[src/rtl/mul_share_ctrl.sv]
// ---------------------------------------------------------------------------
// mul_share_ctrl
//   Lets two ALU issue ports share one combinational WIDTH x WIDTH unsigned
//   array multiplier. A round-robin arbiter picks a requester and registers
//   its operands onto the multiplier inputs. The block then waits MC_CYCLES
//   for the ripple adder chain to settle. The product is captured into a
//   response register and held until the consumer pops it.
//
// Ports
//   clk, rst                 rising-edge clock, synchronous active-high reset
//   req0_valid/ready/md/mr   requester 0 operand handshake
//   req1_valid/ready/md/mr   requester 1 operand handshake
//   mul_md, mul_mr           registered operands driven into the multiplier
//   mul_product              combinational product returned by the multiplier
//   resp_valid/ready         result handshake toward the consumer
//   resp_id                  requester that owns the presented result
//   resp_product             captured 2*WIDTH product
//   busy                     high whenever the FSM is not IDLE
// ---------------------------------------------------------------------------
module mul_share_ctrl #(
    parameter int WIDTH     = 16,
    parameter int MC_CYCLES = 3     // settle cycles, 1..15
) (
    input  logic               clk,
    input  logic               rst,

    input  logic               req0_valid,
    output logic               req0_ready,
    input  logic [WIDTH-1:0]   req0_md,
    input  logic [WIDTH-1:0]   req0_mr,

    input  logic               req1_valid,
    output logic               req1_ready,
    input  logic [WIDTH-1:0]   req1_md,
    input  logic [WIDTH-1:0]   req1_mr,

    output logic [WIDTH-1:0]   mul_md,
    output logic [WIDTH-1:0]   mul_mr,
    input  logic [2*WIDTH-1:0] mul_product,

    output logic               resp_valid,
    input  logic               resp_ready,
    output logic               resp_id,
    output logic [2*WIDTH-1:0] resp_product,

    output logic               busy
);

    typedef enum logic [1:0] {
        IDLE = 2'd0,
        WAIT = 2'd1,
        DONE = 2'd2
    } state_t;

    // WAIT runs cnt down from MC_CYCLES-1 to 0, giving MC_CYCLES settle cycles
    // between the operand register update and the product capture.
    localparam logic [3:0] CNT_INIT = 4'(MC_CYCLES - 1);

    state_t     state;
    logic       prio;       // requester favoured when both are valid
    logic       id_q;       // owner of the operation in flight
    logic [3:0] cnt;
    logic       grant0;
    logic       grant1;

    // Grant decode. It depends only on state, prio, rst and the request valids.
    // It has no path from resp_ready or mul_product, so the DONE->IDLE pop
    // cycle cannot also issue a new grant.
    always_comb begin
        grant0 = 1'b0;
        grant1 = 1'b0;
        if (!rst && state == IDLE) begin
            if (req0_valid && req1_valid) begin
                grant0 = ~prio;
                grant1 = prio;
            end else begin
                grant0 = req0_valid;
                grant1 = req1_valid;
            end
        end
    end

    assign req0_ready = grant0;
    assign req1_ready = grant1;

    always_ff @(posedge clk) begin
        if (rst) begin
            state        <= IDLE;
            prio         <= 1'b0;
            id_q         <= 1'b0;
            cnt          <= '0;
            mul_md       <= '0;
            mul_mr       <= '0;
            resp_valid   <= 1'b0;
            resp_id      <= 1'b0;
            resp_product <= '0;
            busy         <= 1'b0;
        end else begin
            case (state)
                IDLE: begin
                    // A grant is always a handshake: ready is only raised
                    // toward a requester whose valid is already high.
                    if (grant0 || grant1) begin
                        mul_md <= grant1 ? req1_md : req0_md;
                        mul_mr <= grant1 ? req1_mr : req0_mr;
                        id_q   <= grant1;
                        prio   <= ~grant1;
                        cnt    <= CNT_INIT;
                        state  <= WAIT;
                        busy   <= 1'b1;
                    end
                end

                WAIT: begin
                    if (cnt != 4'd0) begin
                        cnt <= cnt - 4'd1;
                    end else begin
                        resp_product <= mul_product;
                        resp_id      <= id_q;
                        resp_valid   <= 1'b1;
                        state        <= DONE;
                    end
                end

                DONE: begin
                    if (resp_ready) begin
                        resp_valid <= 1'b0;
                        state      <= IDLE;
                        busy       <= 1'b0;
                    end
                end

                default: begin
                    state      <= IDLE;
                    resp_valid <= 1'b0;
                    busy       <= 1'b0;
                end
            endcase
        end
    end

endmodule
[config.mk]
export PLATFORM = sky130hd
export DESIGN_NAME = mul_share_ctrl
export DESIGN_NICKNAME = d
export VERILOG_FILES = /design/src/rtl/mul_share_ctrl.sv
export SDC_FILE = /design/constraint.sdc
export NUM_CORES = 1
export LEC_CHECK = 0
export CORE_UTILIZATION = 30
export CTS_CLUSTER_DIAMETER = 200
export CTS_CLUSTER_SIZE = 14
export DETAILED_ROUTE_END_ITERATION = 10
export GPL_TIMING_DRIVEN = 0
export SYNTH_ARGS = -nofsm -noshare
export SYNTH_HDL_FRONTEND = slang
export SYNTH_SLANG_ARGS = --single-unit
[constraint.sdc]
create_clock -name clk -period 1.83 [get_ports clk]
set_input_delay 0.366 -clock clk [delete_from_list [all_inputs] [get_ports clk]]
set_output_delay 0.366 -clock clk [all_outputs]
set_load 0.005 [all_outputs]
==> impl_metrics.tcl <==
set metrics [dict create \
    status "finished clean" \
    ant_nets 0 \
    dp_cells 686 \
    power.density_nw_per_um2 1240 \
    final_cell_mix "164 x clkdlybuf4s50_1, 73 x dfxtp_1, 39 x a21oi_1, 36 x nand3_1, 34 x o21ai_0" \
    grt_pass1_vias 3567 \
    cts_buffers 9 \
    ios 170 \
    place_ws_ns -0.898 \
    crit_path_end_kind "primary output" \
    cp.required_ns 1.46 \
    initial_core_util 0.309 \
    drt_iter0_drc 240 \
    diodes 0 \
    dp_hpwl_um 7970 \
    drv_cap 0 \
    grt_max_degree 18 \
    synth.avg_cell_area_um2 8.87 \
    cp_max_fo 3 \
    peakVddDrop_mv 0.614 \
    syn_to_final_growth_pct 63.8 \
    die_y_um 108 \
    critPathLaunchType "register" \
    drcViolationCount 0 \
    ys_warn_count 0 \
    die_x_um 108 \
    cts_root_buf "clkbuf_8" \
    dieArea_um2 11600 \
    slew_violations 0 \
    synth.distinct_cells 41 \
    async_flop_share 0 \
    grt_usage 0.188 \
    grt_antenna_before_repair 0 \
    htree_levels 3 \
    crit_slowest_cell "dfxtp_4" \
    r2r_cells 6 \
    fin_crit_sh 0.939 \
    rows 38 \
    wl_um 10900 \
    drive_gt1_frac 0.110 \
    synth_fp_nets 482 \
    setup_tns_ns 0 \
    ys.flop_type "dfxtp_1" \
    buffer_ports.inserted 167 \
    post_drt_via_cell_ratio 5.17 \
    synth-seq-cells 75 \
    clock.fmax_mhz 582 \
    dr.pass1.iters 7 \
    crit_arrival_ns 1.35 \
    final_cells 704 \
    fin_worst_skew_ns 0.00875 \
    maxSlewHeadroom 0.670 \
    worst_pin_slew_ns 0.494 \
    clkSinkCount 75 \
    grt-ovfl-total 0 \
    fin_crit_ns 1.72 \
    final_nets 662 \
    path_cells "nor3_4 -> nand3_2 -> inv_4 -> clkdlybuf4s15_1" \
    utilization 0.506 \
    clk_path_buf_depth 2 \
    layout_setup_ws_ns 0.111 \
    critPathKind "register to primary output" \
    critical_path.max_stage_delay_ns 0.36 \
    synth-edff-count 0 \
    syn_area_um2 3360 \
    fp.coreArea_um2 10900 \
    hold_viol_final 0 \
    p_leak_uw 0.00209 \
    cts_hold_buf 0 \
    rsz0062_at_grt "false" \
    syn_inst 379 \
    synth.yosys.seq_area_share 0.446 \
    hold_path.class "primary input to register" \
    finalSetupViolCount 0 \
    holdPathStages 2 \
    final_common_cell "clkdlybuf4s50_1" \
    vias 3639 \
    grt_pass1_wl_um 17100 \
    path_clk_slew_ns 0.08 \
    insertion_delay_ns 0.35 \
    gp_congestion 0.732 \
    cts_tree "yes" \
    wire_per_inst_um 15.5 \
]
## synthesized netlist by cell type (2+ instances only)
library cell,instances,area (um^2)
dfxtp_1,75,1500
a21oi_1,39,195
nand3_1,38,190
o21ai_0,34,170
clkbuf_1,25,93.8
inv_1,18,67.6
a221o_1,17,170
buf_2,17,85.1
nand2_1,17,63.8
o311a_1,17,170
a31oi_1,15,93.8
o211ai_1,15,113
o221a_1,8,90.1
o221a_2,7,78.8
nor2_1,3,11.3
buf_1,2,7.51
buf_6,2,22.5
ha_1,2,25.0
inv_2,2,7.51
nand2b_1,2,12.5
o21ai_1,2,10.0
o221ai_1,2,17.5
o32ai_1,2,17.5
## timing repair
action	4_1_cts	5_1_grt
hold endpoints to repair	0	0
gates resized for setup	12	15
setup endpoints to repair	21	35
buffers inserted	6	1
gates cloned	0	0
pin swaps	3	3
## power breakdown
| group | internal (uW) | switching (uW) | total [uW] |
|---|---|---|---|
| registers | 2050 | 234 | 2280 |
| clock network | 842 | 622 | 1460 |
| logic | 1520 | 1580 | 3100 |
## metal layers
metal,GRT usage,up-vias,wire length (um)
met5,0,-,0
met4,0.0724,0,163
met3,0.0557,13,814
met2,0.304,150,5000
met1,0.234,1672,4970
li1,-,1804,-
## cells by family after synthesis
| group | count (synthesis) | synth area share |
|---|---|---|
| buffers and inverters | 67 | 0.0856 |
| DFF | 75 | 0.446 |
| adders and majority gates | 2 | 0.00744 |
| and+or+nand+nor | 72 | 0.113 |
| AOI/OAI and AO/OA | 163 | 0.347 |
## metrics by stage
stage | hold slack [ns] | area, um^2 | total power, uW
final | 0.397 | 5510 | 6850
after global routing | 0.398 | 5510 | 7310
after CTS | 0.392 | 5490 | 6840
after detailed placement | 0.466 | 5210 | 5320
after global placement | 0.459 | 5210 | 5260
after floorplan | 0.440 | 3360 | 3850
## final timing paths
check,from,to,slack [ns]
setup / recovery,state[1]$_SDFFE_PP0P_,req0_ready,0.11
setup reg to reg,state[1]$_SDFFE_PP0P_,mul_mr[0]$_SDFFE_PP0P_,0.16
hold reg to reg,resp_id$_SDFFE_PP0P_,resp_id$_SDFFE_PP0P_,0.48
hold / removal,rst,state[0]$_SDFFE_PP0P_,0.40
## final cells by class
| type | count | area (um^2) |
|---|---|---|
| multi-input combinational | 237 | 1590 |
| timing repair buffer | 174 | 1720 |
| tap | 140 | 175 |
| fill | 1056 | 5380 |
| clock inverter | 4 | 72.6 |
| buffer | 41 | 196 |
| clock buffer | 12 | 155 |
| inverter | 21 | 83.8 |
| sequential | 75 | 1510 |
## flip-flops by register name (all words and copies together) (netlist names)
| name | count |
|---|---|
| resp_product | 32 |
| mul_md | 16 |
| mul_mr | 16 |
| cnt | 4 |
| state | 2 |
| busy | 1 |
| id_q | 1 |
| prio | 1 |
| resp_id | 1 |
| resp_valid | 1 |
## critical path, delay by kind of cell (launching register included)
| kind | cells | cell delay (ns) |
|---|---|---|
| buf+inv | 2 | 0.28 |
| flops | 1 | 0.36 |
| simple gates | 2 | 0.36 |
No activity file was read; power rests on OpenSTA's default activity.
